===== src/rtl/lab3_input_conditioner.sv =====
// Synchronises and debounces WIDTH raw switch bits, emitting rise/fall/changed pulses.
// Define LAB3_EVENT_CNT_EN to add the 8-bit event_cnt output counting changed pulses.
module lab3_input_conditioner #(
    parameter int WIDTH           = 3,
    parameter int SYNC_STAGES     = 2,
    parameter int DEBOUNCE_CYCLES = 1000
) (
    input  logic             clk,
    input  logic             rst_n,
    input  logic [WIDTH-1:0] sw_in,
    output logic [WIDTH-1:0] sw_out,
    output logic [WIDTH-1:0] rise,
    output logic [WIDTH-1:0] fall,
`ifdef LAB3_EVENT_CNT_EN
    output logic [7:0]       event_cnt,
`endif
    output logic             changed
);

    localparam int CNT_W = $clog2(DEBOUNCE_CYCLES + 1);
    localparam logic [CNT_W-1:0] CNT_LAST = CNT_W'(DEBOUNCE_CYCLES - 1);
    localparam logic [CNT_W-1:0] CNT_ONE  = CNT_W'(1);

    typedef enum logic {
        ST_STABLE   = 1'b0,
        ST_COUNTING = 1'b1
    } state_e;

    logic [WIDTH-1:0][SYNC_STAGES-1:0] sync_q, sync_d;
    logic [WIDTH-1:0]                  s_s;
    state_e                            state_q [WIDTH];
    state_e                            state_d [WIDTH];
    logic [CNT_W-1:0]                  cnt_q   [WIDTH];
    logic [CNT_W-1:0]                  cnt_d   [WIDTH];
    logic [WIDTH-1:0]                  sw_out_q, sw_out_d;
    logic [WIDTH-1:0]                  rise_q, rise_d;
    logic [WIDTH-1:0]                  fall_q, fall_d;
    logic                              changed_q, changed_d;

    // Synchroniser shift chains; the oldest stage feeds the debouncer.
    always_comb begin
        sync_d = sync_q;
        s_s    = '0;
        for (int i = 0; i < WIDTH; i++) begin
            sync_d[i] = {sync_q[i][SYNC_STAGES-2:0], sw_in[i]};
            s_s[i]    = sync_q[i][SYNC_STAGES-1];
        end
    end

    // Per-bit debounce FSM; any return to the debounced level restarts the count.
    always_comb begin
        state_d  = state_q;
        cnt_d    = cnt_q;
        sw_out_d = sw_out_q;
        rise_d   = '0;
        fall_d   = '0;
        for (int i = 0; i < WIDTH; i++) begin
            case (state_q[i])
                ST_STABLE: begin
                    if (s_s[i] == sw_out_q[i]) begin
                        cnt_d[i] = '0;
                    end else if (DEBOUNCE_CYCLES == 1) begin
                        sw_out_d[i] = s_s[i];
                        cnt_d[i]    = '0;
                        rise_d[i]   = s_s[i];
                        fall_d[i]   = ~s_s[i];
                    end else begin
                        cnt_d[i]   = CNT_ONE;
                        state_d[i] = ST_COUNTING;
                    end
                end
                ST_COUNTING: begin
                    if (s_s[i] == sw_out_q[i]) begin
                        cnt_d[i]   = '0;
                        state_d[i] = ST_STABLE;
                    end else if (cnt_q[i] == CNT_LAST) begin
                        sw_out_d[i] = s_s[i];
                        cnt_d[i]    = '0;
                        state_d[i]  = ST_STABLE;
                        rise_d[i]   = s_s[i];
                        fall_d[i]   = ~s_s[i];
                    end else begin
                        cnt_d[i] = cnt_q[i] + CNT_ONE;
                    end
                end
                default: begin
                    cnt_d[i]   = '0;
                    state_d[i] = ST_STABLE;
                end
            endcase
        end
        changed_d = |(rise_d | fall_d);
    end

    // State, counter, synchroniser and output registers.
    always_ff @(posedge clk or negedge rst_n) begin
        if (!rst_n) begin
            sync_q    <= '0;
            sw_out_q  <= '0;
            rise_q    <= '0;
            fall_q    <= '0;
            changed_q <= 1'b0;
            for (int i = 0; i < WIDTH; i++) begin
                state_q[i] <= ST_STABLE;
                cnt_q[i]   <= '0;
            end
        end else begin
            sync_q    <= sync_d;
            sw_out_q  <= sw_out_d;
            rise_q    <= rise_d;
            fall_q    <= fall_d;
            changed_q <= changed_d;
            state_q   <= state_d;
            cnt_q     <= cnt_d;
        end
    end

    assign sw_out  = sw_out_q;
    assign rise    = rise_q;
    assign fall    = fall_q;
    assign changed = changed_q;

`ifdef LAB3_EVENT_CNT_EN
    logic [7:0] event_cnt_q, event_cnt_d;

    // Event count tracks changed in the same cycle; wraps naturally at 8 bits.
    always_comb begin
        event_cnt_d = event_cnt_q + {7'd0, changed_d};
    end

    // Event counter register.
    always_ff @(posedge clk or negedge rst_n) begin
        if (!rst_n) begin
            event_cnt_q <= 8'd0;
        end else begin
            event_cnt_q <= event_cnt_d;
        end
    end

    assign event_cnt = event_cnt_q;
`endif

endmodule

===== config.mk =====
export PLATFORM = sky130hd
export DESIGN_NAME = lab3_input_conditioner
export DESIGN_NICKNAME = d
export VERILOG_FILES = /design/src/rtl/lab3_input_conditioner.sv
export SDC_FILE = /design/constraint.sdc
export NUM_CORES = 1
export LEC_CHECK = 0
export ABC_AREA = 1
export CAP_MARGIN = 20
export CORE_MARGIN = 2
export CORE_UTILIZATION = 25
export DETAILED_ROUTE_END_ITERATION = 8
export PLACE_DENSITY_LB_ADDON = 0.08
export SYNTH_ARGS = -nofsm -noshare
export SYNTH_HDL_FRONTEND = slang
export SYNTH_SLANG_ARGS = --single-unit
export TNS_END_PERCENT = 50

===== constraint.sdc =====
create_clock -name clk -period 2.41 [get_ports clk]
set_input_delay 0.482 -clock clk [delete_from_list [all_inputs] [get_ports clk]]
set_output_delay 0.482 -clock clk [all_outputs]
set_load 0.05 [all_outputs]

==> impl_results.md, run 1 <==
* Outcome: completed
* Dominant cells by area after synthesis: sky130_fd_sc_hd__dfrtp_1 51%, sky130_fd_sc_hd__nand2_1 8.0%, sky130_fd_sc_hd__nor2_1 7.4%
* Hpwl dp at 3540 um
* Leading area contributor after synthesis: sky130_fd_sc_hd__dfrtp_1
* Starting DRC count in detailed routing at 44
* Netlist area before placement at 0.00243 mm2
* Final hold vios at 0
* Avg Vias per Cell at 4.03
* Average wire length per cell after detail routing at 10.9 um
* Ratio of total power to cell area at 590 mW/mm2
* CTS max path bufs at 2
* Remaining Overflow, GRT at 0
* Cts bufs inserted at 5
* Slew at the pin closest to its max-slew limit at 0.509 ns
* Io pins at 15
* Cells traversed along the worst timing path: clkdlybuf4s50_1
* Lkg Pwr at 1.32 nW
* Class of the worst hold path: in2async
* Skew-Pair Late Insertion Delay at 0.30 ns
* Proportion of power drawn by flip-flops and latches at 0.511
* Number of nets still failing antenna checks after routing at 0
* Wire length of the first global-routing pass at 8400 um
* Vert. Die Dim at 103 um
* Global placement routability congestion at 0.763
* Internal power at 1.31 mW
* Max-slew violation count at 0
* RSZ-0062 raised after global routing: no
* Minimum period implied by the final worst setup slack at 2.01 ns
* Hold buffer count at cts at 0
* Mean instance size in the synthesized netlist at 8.52 um2
* Final net count at 315
* Part of the power in combinational logic at 0.070
* Routed wire length at 4780 um
* Kind of critical path: reg2out
* Worst Path Max Fanout at 4
* Count of TritonRoute iterations in the first routing pass at 6
* Cell count after placement at 429
* Count of yosys warnings during synthesis at 0
* Final worst-path cycle share at 0.832
* Site Rows at 35
* Number of gates resized after cts at 0
* Vias at 1759
* Kind of capture point of the worst setup path: primary output
* Crit path max-delay cell type: sky130_fd_sc_hd__clkdlybuf4s50_1
* TritonCTS clock tree: done
* Area of the die at 0.0105 mm2
* GRT Util Overall at 0.103
* Worst stage delay on the critical path at 0.82 ns
* Synth cell types at 24
* Predominant post-synthesis flop cell: sky130_fd_sc_hd__dfrtp_1
* CP delay by family, top: buffers and inverters
* Worst hold slack at 0.136 ns
* Initial antenna violation count at 0
* Synthesized netlist cell count at 285
* Drc violations at 0
* Floorplan Core Area at 0.00933 mm2
* Switching power of the nets at 0.394 mW
* Total of flip-flops plus latches after synthesis at 49
* Pin count of the biggest net entering global routing at 31
* Buf/Inv on CP at 1
* Proportion of layout cells with a drive suffix above 1 at 0.159
* Top-area cell type share of the netlist area at 0.505
* Clock share of power at 0.419
* Syn nets at 293
* Num Clock Sinks at 49
* Initial cell density of the core at 0.260
* Worst IR Drop VDD at 0.230 mV
* Data arrival time of the critical path at 1.52 ns
* Number of H-tree levels at 2
* Number of global-route vias before repair at 1721
* Clk slew on worst S/H paths at 0.09 ns
* Final cell count without fillers at 437
* Buffers inserted during post-CTS setup optimization at 0
* Register area share after synthesis at 0.505
* Clock Root Buffer: sky130_fd_sc_hd__clkbuf_8
* Setup TNS after final layout at 0 ns
* Switching power share of the total at 0.232
* Area delta synth->final at 18.7%
* Critical Path Source Type: flip-flop
* Antenna Cells at 0
* Setup violators final at 0
* Die W at 103 um
* Fraction of registers with async set or reset after synthesis at 1.00
* Count of flip-flops with a built-in enable after synthesis at 0
* Max_slew headroom at 0.661
* Worst setup skew after layout at 0.00499 ns
* Critical path data required time at 1.93 ns
* Number of buffers added on ports at 14
* Highest Clock Rate at 499 MHz
* Max-cap violations at 0
* Number of fillers in the final layout at 980
synth_stat cells (2+ instances only):
library cell              instances
sky130_fd_sc_hd__a21oi_1          5
sky130_fd_sc_hd__a31oi_1          3
sky130_fd_sc_hd__dfrtp_1         49
sky130_fd_sc_hd__ha_1             3
sky130_fd_sc_hd__inv_1           44
sky130_fd_sc_hd__inv_2            2
sky130_fd_sc_hd__nand2_1         52
sky130_fd_sc_hd__nand2_2          9
sky130_fd_sc_hd__nand2_4          3
sky130_fd_sc_hd__nand3_1         30
sky130_fd_sc_hd__nand3_2          3
sky130_fd_sc_hd__nand4_1          2
sky130_fd_sc_hd__nor2_1          48
sky130_fd_sc_hd__nor2_2           6
sky130_fd_sc_hd__nor2_4           7
sky130_fd_sc_hd__nor3_1           2
sky130_fd_sc_hd__nor3_2           4
sky130_fd_sc_hd__o21ai_2          3
sky130_fd_sc_hd__xor2_1           5
routing by layer:
metal  part of all wire  GRT usage
met4             0.0094     0.0308
met2               0.41      0.146
met3              0.030     0.0224
met1               0.55      0.155
met5                  0          0
kinds of logic (layout without fill, tap and decap cells):
logic type / Yosys count / count (layout) / share of synthesized area
and+or+nand+nor: 168 / 168 / 0.351
DFF: 49 / 49 / 0.505
buffers and inverters: 46 / 69 / 0.0711
AOI/OAI and AO/OA: 13 / 13 / 0.0356
xor gates and xnor gates: 6 / 6 / 0.0216
adders and majority gates: 3 / 3 / 0.0155
final cells by class:
cell class | instances | area, um2 | area share
Sequential cell | 49 | 1230 | 0.426
Multi-Input combinational cell | 190 | 1030 | 0.357
Inverter | 46 | 173 | 0.0599
Tap cell | 129 | 161 | 0.0560
Timing Repair Buffer | 15 | 155 | 0.0538
Clock buffer | 5 | 68.8 | 0.0239
Clock inverter | 3 | 68.8 | 0.0239
layout by cell type (no fill, tap or decap):
master,synthesis,routed
sky130_fd_sc_hd__a21oi_2,1,1
sky130_fd_sc_hd__dfrtp_1,49,49
sky130_fd_sc_hd__nand4_1,2,2
sky130_fd_sc_hd__nand3b_1,1,1
sky130_fd_sc_hd__inv_2,2,2
sky130_fd_sc_hd__nor3_2,4,4
sky130_fd_sc_hd__inv_6,0,1
sky130_fd_sc_hd__o211ai_1,1,1
sky130_fd_sc_hd__nand2_2,9,9
sky130_fd_sc_hd__nand2_1,52,52
sky130_fd_sc_hd__xor2_1,5,5
sky130_fd_sc_hd__nand3_2,3,3
sky130_fd_sc_hd__a21oi_1,5,5
sky130_fd_sc_hd__a31oi_1,3,3
sky130_fd_sc_hd__o21ai_2,3,3
sky130_fd_sc_hd__inv_1,44,44
sky130_fd_sc_hd__nor3_1,2,2
sky130_fd_sc_hd__nand3_1,30,30
sky130_fd_sc_hd__nor2_2,6,6
sky130_fd_sc_hd__nand2_4,3,3
sky130_fd_sc_hd__nor2_8,1,1
sky130_fd_sc_hd__clkbuf_8,0,5
sky130_fd_sc_hd__nor2_1,48,48
sky130_fd_sc_hd__buf_2,0,1
sky130_fd_sc_hd__ha_1,3,3
sky130_fd_sc_hd__xnor2_1,1,1
sky130_fd_sc_hd__nor2_4,7,7
sky130_fd_sc_hd__clkdlybuf4s50_1,0,13
sky130_fd_sc_hd__buf_12,0,1
sky130_fd_sc_hd__bufinv_16,0,2
flip-flops by register name, indices dropped and copies added (netlist names):
signal and flops:
changed 1, state_q 3, rise 3, sync_d 3, fall 3, sw_out 3
cnt_q 30, s_s 3
stage by stage:
| step | setup slack (ns) | util | power (mW) | cell area [um2] |
|---|---|---|---|---|
| 2_1_floorplan | 1.06 | - | 0.958 | 2430 |
| 3_3_place_gp | 0.757 | 0.294 | 1.01 | 2740 |
| 6_report | 0.405 | 0.309 | 1.70 | 2880 |
| 3_5_place_dp | 0.746 | 0.294 | 1.01 | 2740 |
| 5_1_grt | 0.357 | 0.309 | 1.80 | 2880 |
| 4_1_cts | 0.390 | 0.309 | 1.74 | 2880 |
worst paths after layout:
check	start	cells past startpoint	end	slack [ns]
hold / removal	rst_n	1	cnt_q[7]	0.14
max in group asynchronous	rst_n	2	cnt_q[12]	1.74
setup reg to reg	cnt_q[0]	7	changed	1.02
setup / recovery	sw_out[0]	1	sw_out[0]	0.40
hold reg to reg	sync_d[1]	0	s_s[0]	0.36
min in group clk	sync_d[1]	0	s_s[0]	0.36
power by group through the flow:
stage                     Sequential [mW]  Clock (mW)  Combinational (mW)
after floorplan                     0.880           0              0.0782
after global placement              0.885           0               0.123
after detailed placement            0.885           0               0.122
after CTS                           0.869       0.749               0.122
after global routing                0.874       0.784               0.138
final                               0.869       0.713               0.118
No activity file was read; power rests on OpenSTA's default activity.
==> inputs of run 2 (changes only) <==
==> constraint.sdc (replaced) <==
create_clock -name clk -period 1.9 [get_ports clk]
set_input_delay 0.38 -clock clk [delete_from_list [all_inputs] [get_ports clk]]
set_output_delay 0.38 -clock clk [all_outputs]
set_load 0.05 [all_outputs]
==> impl_results.md, run 2 (synthesis results as in run 1) <==
* Footprint of the flip-flops and latches at 0.00123 mm2 (unchanged)
* Buf/Inv on CP at 1 (unchanged)
* Highest Clock Rate at 546 MHz
* Slew at the pin closest to its max-slew limit at 0.497 ns (-0.0120 ns)
* Vias at 1754 (-0.28%)
* Area delta synth->final at 18.2%
* Clock Root Buffer: sky130_fd_sc_hd__clkbuf_8
* Switching power of the nets at 0.488 mW (+24%)
* Avg Vias per Cell at 4.01 (-0.28%)
* Average wire length per cell after detail routing at 10.9 um (-0.65%)
* Number of H-tree levels at 2 (unchanged)
* Buffers inserted during post-CTS setup optimization at 0 (unchanged)
* Worst stage delay on the critical path at 0.80 ns (-0.02 ns)
* Combined area of the multi-input logic cells at 0.00103 mm2 (unchanged)
* GRT Util Overall at 0.105 (+0.00216)
* Most common cell after layout, fill and taps aside: sky130_fd_sc_hd__nand2_1
* Part of the power in combinational logic at 0.070 (about the same)
* Proportion of layout cells with a drive suffix above 1 at 0.169 (+0.00974)
* Skew-Pair Late Insertion Delay at 0.30 ns (about the same)
* Clk slew on worst S/H paths at 0.09 ns (about the same)
* Data arrival time of the critical path at 1.45 ns (-0.07 ns)
* Final cell count without fillers at 437 (unchanged)
* Reg with most FFs: cnt_q
* Class of the worst hold path: in2async
* Final worst-path cycle share at 0.964
* Worst-case reg-to-reg path depth at 7 (unchanged)
* Die W at 103 um (unchanged)
* Starting DRC count in detailed routing at 40 (-9.1%)
* Num Clock Sinks at 49 (unchanged)
* Number of flip-flops in the largest register at 30 (unchanged)
* Remaining Overflow, GRT at 0 (unchanged)
* Final net count at 315 (unchanged)
* Pin count of the biggest net entering global routing at 50 (+61%)
* RSZ-0062 raised after global routing: no
* Worst Path Max Fanout at 1 (-3)
* CP delay by family, top: buffers and inverters
* Minimum period implied by the final worst setup slack at 1.83 ns
* Global placement routability congestion at 0.735 (-3.7%)
* Ratio of total power to cell area at 745 mW/mm2 (+26%)
* Number of buffers added on ports at 14 (unchanged)
* Startpoint of the worst register-to-register path: cnt_q[0]
* Cts bufs inserted at 5 (unchanged)
* CTS max path bufs at 2 (unchanged)
* Cell count after placement at 429 (unchanged)
* Routed wire length at 4750 um (-0.65%)
* Wire length of the first global-routing pass at 8480 um (+0.99%)
* Drc violations at 0 (unchanged)
* Worst setup skew after layout at 0.00966 ns (+0.00467 ns)
* Critical Path Source Type: flip-flop
* Internal power at 1.65 mW (+26%)
* Worst reg2reg path endpoint: changed
* Reg2reg setup slack at 0.52 ns (-0.50 ns)
* Crit path max-delay cell type: sky130_fd_sc_hd__clkdlybuf4s50_1
* Number of global-route vias before repair at 1728 (+0.41%)
* Area of the die at 0.0105 mm2 (unchanged)
* Hold buffer count at cts at 0 (unchanged)
* Cells traversed along the worst timing path: clkdlybuf4s50_1
* Leading cell types in the layout, fill and taps excluded: 52 x sky130_fd_sc_hd__nand2_1, 49 x sky130_fd_sc_hd__dfrtp_1, 48 x sky130_fd_sc_hd__nor2_1
* Antenna Cells at 0 (unchanged)
* Io pins at 15 (unchanged)
* Count of TritonRoute iterations in the first routing pass at 4 (-2)
* Max-slew violation count at 0 (unchanged)
* Hpwl dp at 3490 um (-1.4%)
* Vert. Die Dim at 103 um (unchanged)
* Max_slew headroom at 0.668 (+0.00696)
* Kind of critical path: reg2out
* Worst IR Drop VDD at 0.283 mV (+23%)
* Site Rows at 35 (unchanged)
* Clock share of power at 0.415 (-0.004)
* Kind of capture point of the worst setup path: primary output
* Switching power share of the total at 0.228 (-0.00348)
* Proportion of power drawn by flip-flops and latches at 0.515 (+0.004)
* Number of nets still failing antenna checks after routing at 0 (unchanged)
* Setup TNS after final layout at 0 ns (unchanged)
* Number of fillers in the final layout at 1005 (+2.6%)
* Number of gates resized after cts at 0 (unchanged)
* Critical path data required time at 1.52 ns (-0.41 ns)
* Setup violators final at 0 (unchanged)
* Max-cap violations at 0 (unchanged)
* TritonCTS clock tree: done
* Initial cell density of the core at 0.260 (unchanged)
* Lkg Pwr at 1.33 nW (+0.42%)
* Outcome: completed
* Final hold vios at 0 (unchanged)
* Floorplan Core Area at 0.00933 mm2 (unchanged)
* Initial antenna violation count at 0 (unchanged)
## run 2: power by group through the flow
stage | clock network [mW] | logic [mW] | registers [mW]
after floorplan | 0 | 0.0991 | 1.12
after global placement | 0 | 0.155 | 1.12
after detailed placement | 0 | 0.156 | 1.12
after CTS | 0.925 | 0.156 | 1.10
after global routing | 0.974 | 0.178 | 1.11
final | 0.888 | 0.150 | 1.10
## run 2: per-stage QoR
| stage | setup WS (ns) | utilization | power (mW) | area (um2) | hold slack [ns] |
|---|---|---|---|---|---|
| finish | 0.0681 | 0.308 | 2.14 | 2870 | 0.0291 |
| global route | 0.00758 | 0.308 | 2.26 | 2870 | 0.0718 |
| CTS | 0.0377 | 0.308 | 2.18 | 2870 | 0.0565 |
| detailed placement | 0.384 | 0.293 | 1.28 | 2740 | 0.335 |
| global placement | 0.419 | 0.293 | 1.28 | 2740 | 0.333 |
| floorplan | 0.548 | - | 1.21 | 2430 | 0.0844 |
## run 2: worst max-delay path by stage
| stage | cells past startpoint | end | start |
|---|---|---|---|
| 2_1_floorplan | 7 | sw_out[1] | sw_out[1] |
| 6_report | 1 | rise[2] | rise[2] |
| 4_1_cts | 1 | rise[2] | rise[2] |
| 5_1_grt | 1 | rise[2] | rise[2] |
| 3_3_place_gp | 1 | fall[0] | fall[0] |
| 3_5_place_dp | 1 | rise[2] | rise[2] |
## run 2: routing by layer
metal	share of wire	wire, um	vias up	global-route usage
li1	-	-	925	-
met1	0.54	2580	807	0.150
met2	0.42	1970	17	0.156
met3	0.030	142	5	0.0244
met4	0.011	53	0	0.0338
met5	0	0	-	0
## run 2: cell type report
type                       count  area share
timing repair buffer          15      0.0514
clock buffer                   5      0.0240
tap                          129      0.0562
clock inverter                 3      0.0227
inverter                      46      0.0602
sequential                    49       0.427
multi-input combinational    190       0.358
==> inputs of run 3 (changes only) <==
--- a/config.mk
+++ b/config.mk
@@ -11,6 +11,7 @@
 export CORE_UTILIZATION = 25
 export DETAILED_ROUTE_END_ITERATION = 8
 export PLACE_DENSITY_LB_ADDON = 0.08
+export SLEW_MARGIN = 10
 export SYNTH_ARGS = -nofsm -noshare
 export SYNTH_HDL_FRONTEND = slang
 export SYNTH_SLANG_ARGS = --single-unit
==> results of run 3 <==
Final layout, timing and power as in run 2 (identical DEF).
